$ cat config.mk
export PLATFORM = sky130hd
export DESIGN_NAME = ps2_scancode_rx_flat
export DESIGN_NICKNAME = d
export VERILOG_FILES = /design/src/rtl/ps2_scancode_rx_if.sv /design/src/rtl/ps2_scancode_rx.sv /design/src/flat_wrapper.sv
export SDC_FILE = /design/constraint.sdc
export NUM_CORES = 1
export LEC_CHECK = 0
export ABC_AREA = 1
export CORE_AREA = 5 5 85 102
export DETAILED_ROUTE_END_ITERATION = 7
export DIE_AREA = 0 0 90 107
export PLACE_DENSITY = 0.61
export SLEW_MARGIN = 5
export SYNTH_ARGS = -nofsm -noshare
export SYNTH_HDL_FRONTEND = slang
export SYNTH_SLANG_ARGS = --single-unit
$ cat constraint.sdc
create_clock -name clk -period 2.3 [get_ports clk]
set_clock_uncertainty 0.1 [all_clocks]
set_input_delay 0.23 -clock clk [delete_from_list [all_inputs] [get_ports clk]]
set_output_delay 0.23 -clock clk [all_outputs]
set_load 0.1 [all_outputs]
$ cat src/rtl/ps2_scancode_rx_if.sv
// Key-event bus between the PS/2 receiver and the keyboard matrix stage.
// Carries the raw PS/2 lines and the receive enable into the receiver, and the
// decoded key event back out.
//   master : receiver side (takes raw lines and enable, drives the event outputs)
//   slave  : consumer side (drives raw lines and enable, observes the events)
interface ps2_scancode_rx_if;
  logic       enable_rcv;
  logic       ps2clk_ext;
  logic       ps2data_ext;
  logic       kb_interrupt;
  logic [7:0] scancode;
  logic       released;
  logic       extended;
  logic       frame_err;

  modport master (
    input  enable_rcv, ps2clk_ext, ps2data_ext,
    output kb_interrupt, scancode, released, extended, frame_err
  );

  modport slave (
    output enable_rcv, ps2clk_ext, ps2data_ext,
    input  kb_interrupt, scancode, released, extended, frame_err
  );
endinterface

$ cat src/rtl/ps2_scancode_rx.sv
// PS/2 keyboard receiver front-end. Synchronises and deglitches the raw PS/2
// clock/data lines, deserialises 11-bit device-to-host frames, checks parity and
// framing, folds E0/F0 prefixes into flags and emits one-cycle key events.
// Ports:
//   clk, rst : system clock, asynchronous active-high reset
//   bus      : ps2_scancode_rx_if.master (enable_rcv, ps2clk_ext, ps2data_ext in;
//              kb_interrupt, scancode, released, extended, frame_err out)
module ps2_scancode_rx #(
  parameter int unsigned FILTER_LEN     = 8,
  parameter int unsigned TIMEOUT_CYCLES = 12000
) (
  input logic               clk,
  input logic               rst,
  ps2_scancode_rx_if.master bus
);

  localparam int unsigned FltW = $clog2(FILTER_LEN);
  localparam int unsigned TmoW = $clog2(TIMEOUT_CYCLES);
  localparam logic [FltW-1:0] FltMax = FltW'(FILTER_LEN - 1);
  localparam logic [TmoW-1:0] TmoMax = TmoW'(TIMEOUT_CYCLES - 1);

  typedef enum logic [1:0] {StIdle, StData, StParity, StStop} state_e;

  // Index 0 = PS/2 clock, index 1 = PS/2 data.
  logic [1:0]      sync1_q, sync2_q, filt_q;
  logic [FltW-1:0] flt_cnt_q [2];
  logic            filt_clk_prev_q;
  logic            fall, din;

  state_e          state_q, state_d;
  logic [2:0]      bit_cnt_q, bit_cnt_d;
  logic [7:0]      shift_q, shift_d;
  logic            parity_q, parity_d;
  logic [TmoW-1:0] tmo_q, tmo_d;
  logic            pend_ext_q, pend_ext_d;
  logic            pend_rel_q, pend_rel_d;
  logic            kb_q, kb_d;
  logic            err_q, err_d;
  logic [7:0]      code_q, code_d;
  logic            rel_q, rel_d;
  logic            ext_q, ext_d;

  // Synchroniser and glitch filter: the filtered level follows only after
  // FILTER_LEN consecutive samples that disagree with it.
  always_ff @(posedge clk or posedge rst) begin
    if (rst) begin
      sync1_q         <= 2'b11;
      sync2_q         <= 2'b11;
      filt_q          <= 2'b11;
      filt_clk_prev_q <= 1'b1;
      for (int i = 0; i < 2; i++) flt_cnt_q[i] <= '0;
    end else begin
      sync1_q         <= {bus.ps2data_ext, bus.ps2clk_ext};
      sync2_q         <= sync1_q;
      filt_clk_prev_q <= filt_q[0];
      for (int i = 0; i < 2; i++) begin
        if (sync2_q[i] != filt_q[i]) begin
          if (flt_cnt_q[i] == FltMax) begin
            filt_q[i]    <= sync2_q[i];
            flt_cnt_q[i] <= '0;
          end else begin
            flt_cnt_q[i] <= flt_cnt_q[i] + FltW'(1);
          end
        end else begin
          flt_cnt_q[i] <= '0;
        end
      end
    end
  end

  assign fall = filt_clk_prev_q & ~filt_q[0];
  assign din  = filt_q[1];

  always_ff @(posedge clk or posedge rst) begin
    if (rst) begin
      state_q    <= StIdle;
      bit_cnt_q  <= '0;
      shift_q    <= '0;
      parity_q   <= 1'b0;
      tmo_q      <= '0;
      pend_ext_q <= 1'b0;
      pend_rel_q <= 1'b0;
      kb_q       <= 1'b0;
      err_q      <= 1'b0;
      code_q     <= '0;
      rel_q      <= 1'b0;
      ext_q      <= 1'b0;
    end else begin
      state_q    <= state_d;
      bit_cnt_q  <= bit_cnt_d;
      shift_q    <= shift_d;
      parity_q   <= parity_d;
      tmo_q      <= tmo_d;
      pend_ext_q <= pend_ext_d;
      pend_rel_q <= pend_rel_d;
      kb_q       <= kb_d;
      err_q      <= err_d;
      code_q     <= code_d;
      rel_q      <= rel_d;
      ext_q      <= ext_d;
    end
  end

  always_comb begin
    state_d    = state_q;
    bit_cnt_d  = bit_cnt_q;
    shift_d    = shift_q;
    parity_d   = parity_q;
    tmo_d      = '0;
    pend_ext_d = pend_ext_q;
    pend_rel_d = pend_rel_q;
    kb_d       = 1'b0;
    err_d      = 1'b0;
    code_d     = code_q;
    rel_d      = rel_q;
    ext_d      = ext_q;

    if (!bus.enable_rcv) begin
      state_d    = StIdle;
      pend_ext_d = 1'b0;
      pend_rel_d = 1'b0;
    end else begin
      if (state_q != StIdle && !fall) tmo_d = tmo_q + TmoW'(1);

      unique case (state_q)
        StIdle: begin
          if (fall && !din) begin
            bit_cnt_d = '0;
            state_d   = StData;
          end
        end
        StData: begin
          if (fall) begin
            shift_d   = {din, shift_q[7:1]};
            bit_cnt_d = bit_cnt_q + 3'd1;
            if (bit_cnt_q == 3'd7) state_d = StParity;
          end
        end
        StParity: begin
          if (fall) begin
            parity_d = din;
            state_d  = StStop;
          end
        end
        StStop: begin
          if (fall) begin
            state_d = StIdle;
            if (din && ^{shift_q, parity_q}) begin
              if (shift_q == 8'hE0) begin
                pend_ext_d = 1'b1;
              end else if (shift_q == 8'hF0) begin
                pend_rel_d = 1'b1;
              end else if (shift_q != 8'hE1) begin
                code_d     = shift_q;
                rel_d      = pend_rel_q;
                ext_d      = pend_ext_q;
                kb_d       = 1'b1;
                pend_ext_d = 1'b0;
                pend_rel_d = 1'b0;
              end
            end else begin
              err_d      = 1'b1;
              pend_ext_d = 1'b0;
              pend_rel_d = 1'b0;
            end
          end
        end
      endcase

      // A fall in the expiry cycle wins: the bit is taken and the counter clears.
      if (state_q != StIdle && !fall && tmo_q == TmoMax) begin
        state_d    = StIdle;
        tmo_d      = '0;
        err_d      = 1'b1;
        pend_ext_d = 1'b0;
        pend_rel_d = 1'b0;
      end
    end
  end

  assign bus.kb_interrupt = kb_q;
  assign bus.frame_err    = err_q;
  assign bus.scancode     = code_q;
  assign bus.released     = rel_q;
  assign bus.extended     = ext_q;

endmodule
$ cat src/flat_wrapper.sv
// flat-port wrapper written by rule: the top's interface ports become plain ports
module ps2_scancode_rx_flat 
#(
  parameter int unsigned FILTER_LEN     = 8,
  parameter int unsigned TIMEOUT_CYCLES = 12000
)
  (clk, rst, bus_enable_rcv, bus_ps2clk_ext, bus_ps2data_ext, bus_kb_interrupt, bus_scancode, bus_released, bus_extended, bus_frame_err);
  ps2_scancode_rx_if bus_i ();
  input logic clk;
  input logic rst;
  input wire logic [$bits(bus_i.enable_rcv)-1:0] bus_enable_rcv;
  input wire logic [$bits(bus_i.ps2clk_ext)-1:0] bus_ps2clk_ext;
  input wire logic [$bits(bus_i.ps2data_ext)-1:0] bus_ps2data_ext;
  output wire logic [$bits(bus_i.kb_interrupt)-1:0] bus_kb_interrupt;
  output wire logic [$bits(bus_i.scancode)-1:0] bus_scancode;
  output wire logic [$bits(bus_i.released)-1:0] bus_released;
  output wire logic [$bits(bus_i.extended)-1:0] bus_extended;
  output wire logic [$bits(bus_i.frame_err)-1:0] bus_frame_err;
  assign bus_i.enable_rcv = bus_enable_rcv;
  assign bus_i.ps2clk_ext = bus_ps2clk_ext;
  assign bus_i.ps2data_ext = bus_ps2data_ext;
  assign bus_kb_interrupt = bus_i.kb_interrupt;
  assign bus_scancode = bus_i.scancode;
  assign bus_released = bus_i.released;
  assign bus_extended = bus_i.extended;
  assign bus_frame_err = bus_i.frame_err;
  ps2_scancode_rx #(.FILTER_LEN(FILTER_LEN), .TIMEOUT_CYCLES(TIMEOUT_CYCLES)) u_core (.clk(clk), .rst(rst), .bus(bus_i));
endmodule
### After elaboration in Yosys (flattened, before gate mapping)

Cells that the tools add are included.
Widths: inputs -> output; s select.

| word-level totals | value |
|---|---|
| flip-flop bits (word level) | 55 |
| bits of input ports | 5 |
| output and inout bits | 12 |
| logic and storage cells | 116 |

| operators by class | value |
|---|---|
| add/subtract/negate cells | 4 |
| equality and inequality tests | 25 |
| mux-type cells | 45 |
| bitwise gates (word level) | 4 |
| reductions and logical operators | 19 |

Operator list:

| cell | count |
|---|---|
| $mux 14 | 3 |
| $mux 1 | 27 |
| $ne 4x2->1 const B | 5 |
| $mux 3 | 6 |
| $eq 8x8->1 const B | 2 |
| $ne 5x5->1 const B | 3 |
| $add 14x1->14 const B | 1 |
| $eq 14x14->1 const B | 1 |
| $mux 2 | 7 |
| $reduce_and 4->1 | 3 |
| $add 3x1->3 const B | 3 |
| $eq 3x3->1 const B | 3 |
| $reduce_xor 9->1 | 1 |
| $ne 8x8->1 const B | 1 |
| $pmux 2 s4 | 1 |
| $reduce_and 7->1 | 1 |
| $ne 3x1->1 const B | 2 |
| $pmux 3 s2 | 1 |
| $reduce_and 3->1 | 2 |
| $reduce_and 5->1 | 1 |
| $eq 2x2->1 const B | 2 |
| $logic_and 1x1->1 | 4 |
| $ne 2x1->1 const B | 2 |
| $ne 4x4->1 const B | 1 |
| 8 further kinds | 14 |

### Depth between registers and ports, before layout

| logic depth | value |
|---|---|
| word-level depth | 9 |
| mapped depth | 12 |
| gate-level depth less buffers | 12 |

### Worst setup path after synthesis

Ideal clock, no wire load.

| timing path | value |
|---|---|
| path kind | register to register |
| start | register u_core.state_q[0] |
| end | register u_core.tmo_q[13] |
| library setup time | 0.082 ns |
| data arrival time | 1.540 ns |
| data required time | 2.118 ns |
| path slack | 0.578 ns |
| stages on the path, launching flop included | 13 |
| path buffers | 0 |
| period minus slack after synthesis | 1.722 ns |
| cell sequence | dfrtp_1 > inv_1 > ha_1 > inv_1 > nand2_1 > nor2_1 > nand3_1 > nand2_1 > inv_1 > nand2_2 > inv_1 > o21ai_0 > a31oi_1 |

| between the ends | value |
|---|---|
| cells in the longest elaborated chain, start to end | 5 |
| elaborated cells between the ends (all ways) | 6 |
| classes of those cells | mux: 3; reduce/logical: 3 |

Ends and longest elaborated chain:

| item | line | RTL |
|---|---|---|
| start: declaration | ps2_scancode_rx.sv:30 | `state_e state_q, state_d;` |
| start signal: assignment | ps2_scancode_rx.sv:76 | `state_q <= StIdle;` |
| start signal: assignment | ps2_scancode_rx.sv:89 | `state_q <= state_d;` |
| $reduce_bool 2->1 * | ps2_scancode_rx.sv:123, ps2_scancode_rx.sv:171 |  |
| $logic_and 1x1->1 * | ps2_scancode_rx.sv:123, ps2_scancode_rx.sv:171 |  |
| $mux 14 / $logic_and 1x1->1 (equally long branches) | ps2_scancode_rx.sv:123, ps2_scancode_rx.sv:171 |  |
| $mux 14 * | ps2_scancode_rx.sv:171 | `if (state_q != StIdle && !fall && tmo_q == TmoMax) begin` |
| $mux 14 * | ps2_scancode_rx.sv:118 | `if (!bus.enable_rcv) begin` |
| via u_core.tmo_d[13] | ps2_scancode_rx.sv:34 | `logic [TmoW-1:0] tmo_q, tmo_d;` |
| end signal: assignment | ps2_scancode_rx.sv:93 | `tmo_q <= tmo_d;` |
| end: declaration | ps2_scancode_rx.sv:34 |  |

Mark *: on every way through the listed nets, which the timed path passes. The rest lies on a longest branch.
A chain may end at the register's enable or synchronous reset.

### Worst setup path after layout

Same ends and word-level chain as after synthesis.

==> results_dict.tcl <==
set metrics [dict create \
    cpMaxStageDelayCell "dfrtp_1" \
    worst_setup_path_end_kind "register" \
    cellPowerDensity_nw_per_um2 754 \
    syn_inst 303 \
    post_cts_resized 0 \
    peakVddDrop_uv 303 \
    critPathLaunchType "register" \
    drive_above_1_share_pct 14.7 \
    grt_start_max_net_pins 35 \
    timing.rr.end "u_core.tmo_q[13]" \
    rrSetupSlack_ns 0.33 \
    startpoint "u_core.state_q[0]" \
    outcome "finished, final reports clean" \
    num-fill-cells 773 \
    final_cell_mix "nand2_1, dfrtp_1, inv_1, nor2_1, nand3_1" \
    route.vias.total 1961 \
    htree_levels 2 \
    die_area_um2 9630 \
    setup_slack_ns 0.329 \
    syn2layout_area_growth_pct 13.9 \
    cpMostUsedCell "inv_1" \
    regArea_um2 1390 \
    synthesis.nets 319 \
    path_depth 12 \
    grt_pass1_wl_um 8600 \
    r2r_cells 12 \
    io_buffers 16 \
    cts_buffer_depth 2 \
    worstSetupPathType "reg2reg" \
    slowest_delay_ns 0.41 \
    netlist_area_um2 2650 \
    p_leak_uw 0.00142 \
    grt_setup_unrepaired "false" \
    grt_util_all_layers_pct 10.8 \
    antenna_found_initial 0 \
    cts_sinks 55 \
    syn_avg_cell_area_um2 8.74 \
    cp.arrival_ns 2.10 \
    ys_warn_count 0 \
    diodes 0 \
    clockRootBuffer "clkbuf_8" \
    hold_path_class "in2async" \
    numCtsBuffers 5 \
    yosysUniqueCellTypes 30 \
    finish.net_count 342 \
    crit_chain "inv_1, ha_1, inv_1, nand2_1, nor2_1, nand3_1, nand2_1, inv_1, nand2_2, inv_1, o21ai_0, a31oi_1" \
    cp-endpoint "u_core.tmo_q[13]" \
    finalCriticalPeriod_ns 1.97 \
    cpLargestDelayFamily "simple AND/OR/NAND/NOR gates" \
    io_pins 17 \
    finalHoldViolCount 0 \
    grt.overflow.total 0 \
    fmax_mhz 507 \
    ys_seq_elements 55 \
    fp.dieH_um 107 \
    post_cts_buffers 0 \
    fin_crit_sh_pct 85.7 \
    worstReg2RegStart "u_core.state_q[0]" \
    postCtsHoldBufs 0 \
    drc 0 \
    multi_input_area_um2 1070 \
    max-slew-margin-rel_pct 70.7 \
    drt-total-wl_um 4740 \
    via_per_inst 4.68 \
    cts_tree "yes" \
    detailed_place_hpwl_um 3500 \
    cp.required_ns 2.43 \
    finalMaxSlewViolations 0 \
    drt-initial-drc-count 74 \
    globalplace.congestion 0.833 \
    crit_buf_inv 4 \
    setup_tns_ns 0 \
    path_max_fanout 6 \
    dp_slack_ns 0.310 \
    die_x_um 90 \
    coreArea_um2 7580 \
    clk_pin_slew_ns 0.10 \
    setup_violations 0 \
    final_common_cell "nand2_1" \
    clock_latency_ns 0.31 \
    cap_violations 0 \
    wl_per_cell_um 11.3 \
    rows 35 \
    worst_slew_pin_slew_ns 0.440 \
    grt_pass1_vias 1910 \
    drtPass1Iterations 5 \
    seq_area_frac_synth_pct 52.3 \
    drt.antenna.violating_nets 0 \
    start_util_pct 35.0 \
]
cells in the mapped netlist:
master / n / area share [%]
nand4_4: 1 / 0.80
xor2_1: 1 / 0.33
o21a_1: 3 / 0.85
nand3b_1: 2 / 0.57
inv_2: 2 / 0.28
clkbuf_1: 1 / 0.14
xnor2_1: 3 / 0.99
nand2_4: 1 / 0.43
buf_2: 2 / 0.38
nand3_1: 22 / 4.2
o211ai_1: 1 / 0.28
nand3_2: 1 / 0.38
dfrtp_1: 48 / 45
a21boi_0: 1 / 0.28
o21ai_0: 21 / 4.0
ha_1: 11 / 5.2
nor3_1: 5 / 0.94
inv_1: 42 / 6.0
buf_6: 1 / 0.43
nor2_1: 32 / 4.5
a22o_1: 2 / 0.66
nor3b_1: 1 / 0.28
dfstp_2: 7 / 6.9
nand4_1: 6 / 1.4
nor4_1: 1 / 0.24
nand2_2: 3 / 0.71
nand2_1: 68 / 9.6
a21oi_1: 4 / 0.76
a31oi_1: 2 / 0.47
o21ai_2: 8 / 2.6
through the flow:
stage	hold WS [ns]	instance area [µm²]	util (%)	total power, µW	instances
after floorplan	0.134	2650	-	1520	303
after global placement	0.246	2900	38.3	1630	411
after detailed placement	0.248	2900	38.3	1640	411
after CTS	0.161	3020	39.8	2320	419
after global routing	0.191	3020	39.8	2440	419
final	0.155	3020	39.8	2270	419
report_power, final:
part	internal (µW)	leakage (µW)	total, µW	switching (µW)
Combinational	170	0.000628	449	279
Sequential	1090	0.000735	1160	74.4
Clock	353	0.0000612	660	307
layout make-up:
cell class,count,share of cell area [%]
clock buffers,6,2.74
clock inverters,2,1.16
inverters,44,5.47
multi-input cells,200,35.6
flip-flops and latches,55,45.9
well taps,92,3.82
repair buffers,20,5.31
sequential cells by signal, indices dropped and copies added (netlist names):
signal / flops
u_core.bit_cnt_q: 3
u_core.bus.extended: 1
u_core.bus.frame_err: 1
u_core.bus.kb_interrupt: 1
u_core.bus.released: 1
u_core.bus.scancode: 8
u_core.filt_clk_prev_q: 1
u_core.filt_q: 2
u_core.flt_cnt_q: 6
u_core.parity_q: 1
u_core.pend_ext_q: 1
u_core.pend_rel_q: 1
u_core.shift_q: 8
u_core.state_q: 2
u_core.sync1_q: 2
u_core.sync2_q: 2
u_core.tmo_q: 14
cell families after synthesis:
kind of cell	count (synthesis)	synth area share [%]
adder cells (fa/ha/maj)	11	5.20
XOR/XNOR	4	1.32
AO/OA/AOI/OAI	42	9.92
AND/OR/NAND/NOR	143	24.1
flip-flops	55	52.3
buffers and inverters	48	7.18
per-layer routing:
layer  vias up  part of all wire, %  GRT usage, %
li1       1020                    -             -
met1       909                   48          12.6
met2        27                   48          19.1
met3         5                  3.1          2.74
met4         0                  1.4          3.72
met5         -                    0             0
how the worst min path moves through the flow:
stage / endpoint / slack, ns / from
after floorplan: u_core.sync1_q[0] / 0.13 / bus_ps2clk_ext
after global placement: u_core.sync2_q[0] / 0.25 / u_core.sync1_q[0]
after detailed placement: u_core.sync2_q[0] / 0.25 / u_core.sync1_q[0]
after CTS: u_core.bus.scancode[6] / 0.16 / rst
after global routing: u_core.bus.scancode[6] / 0.19 / rst
final: u_core.bus.scancode[6] / 0.16 / rst
tightest hold or removal path, cell delays in order:
cell,delay [ns]
clkdlybuf4s50_1,0.41
inv_2,0.06
buf_4,0.27
Note: power is estimated with default switching activity, not from simulation.
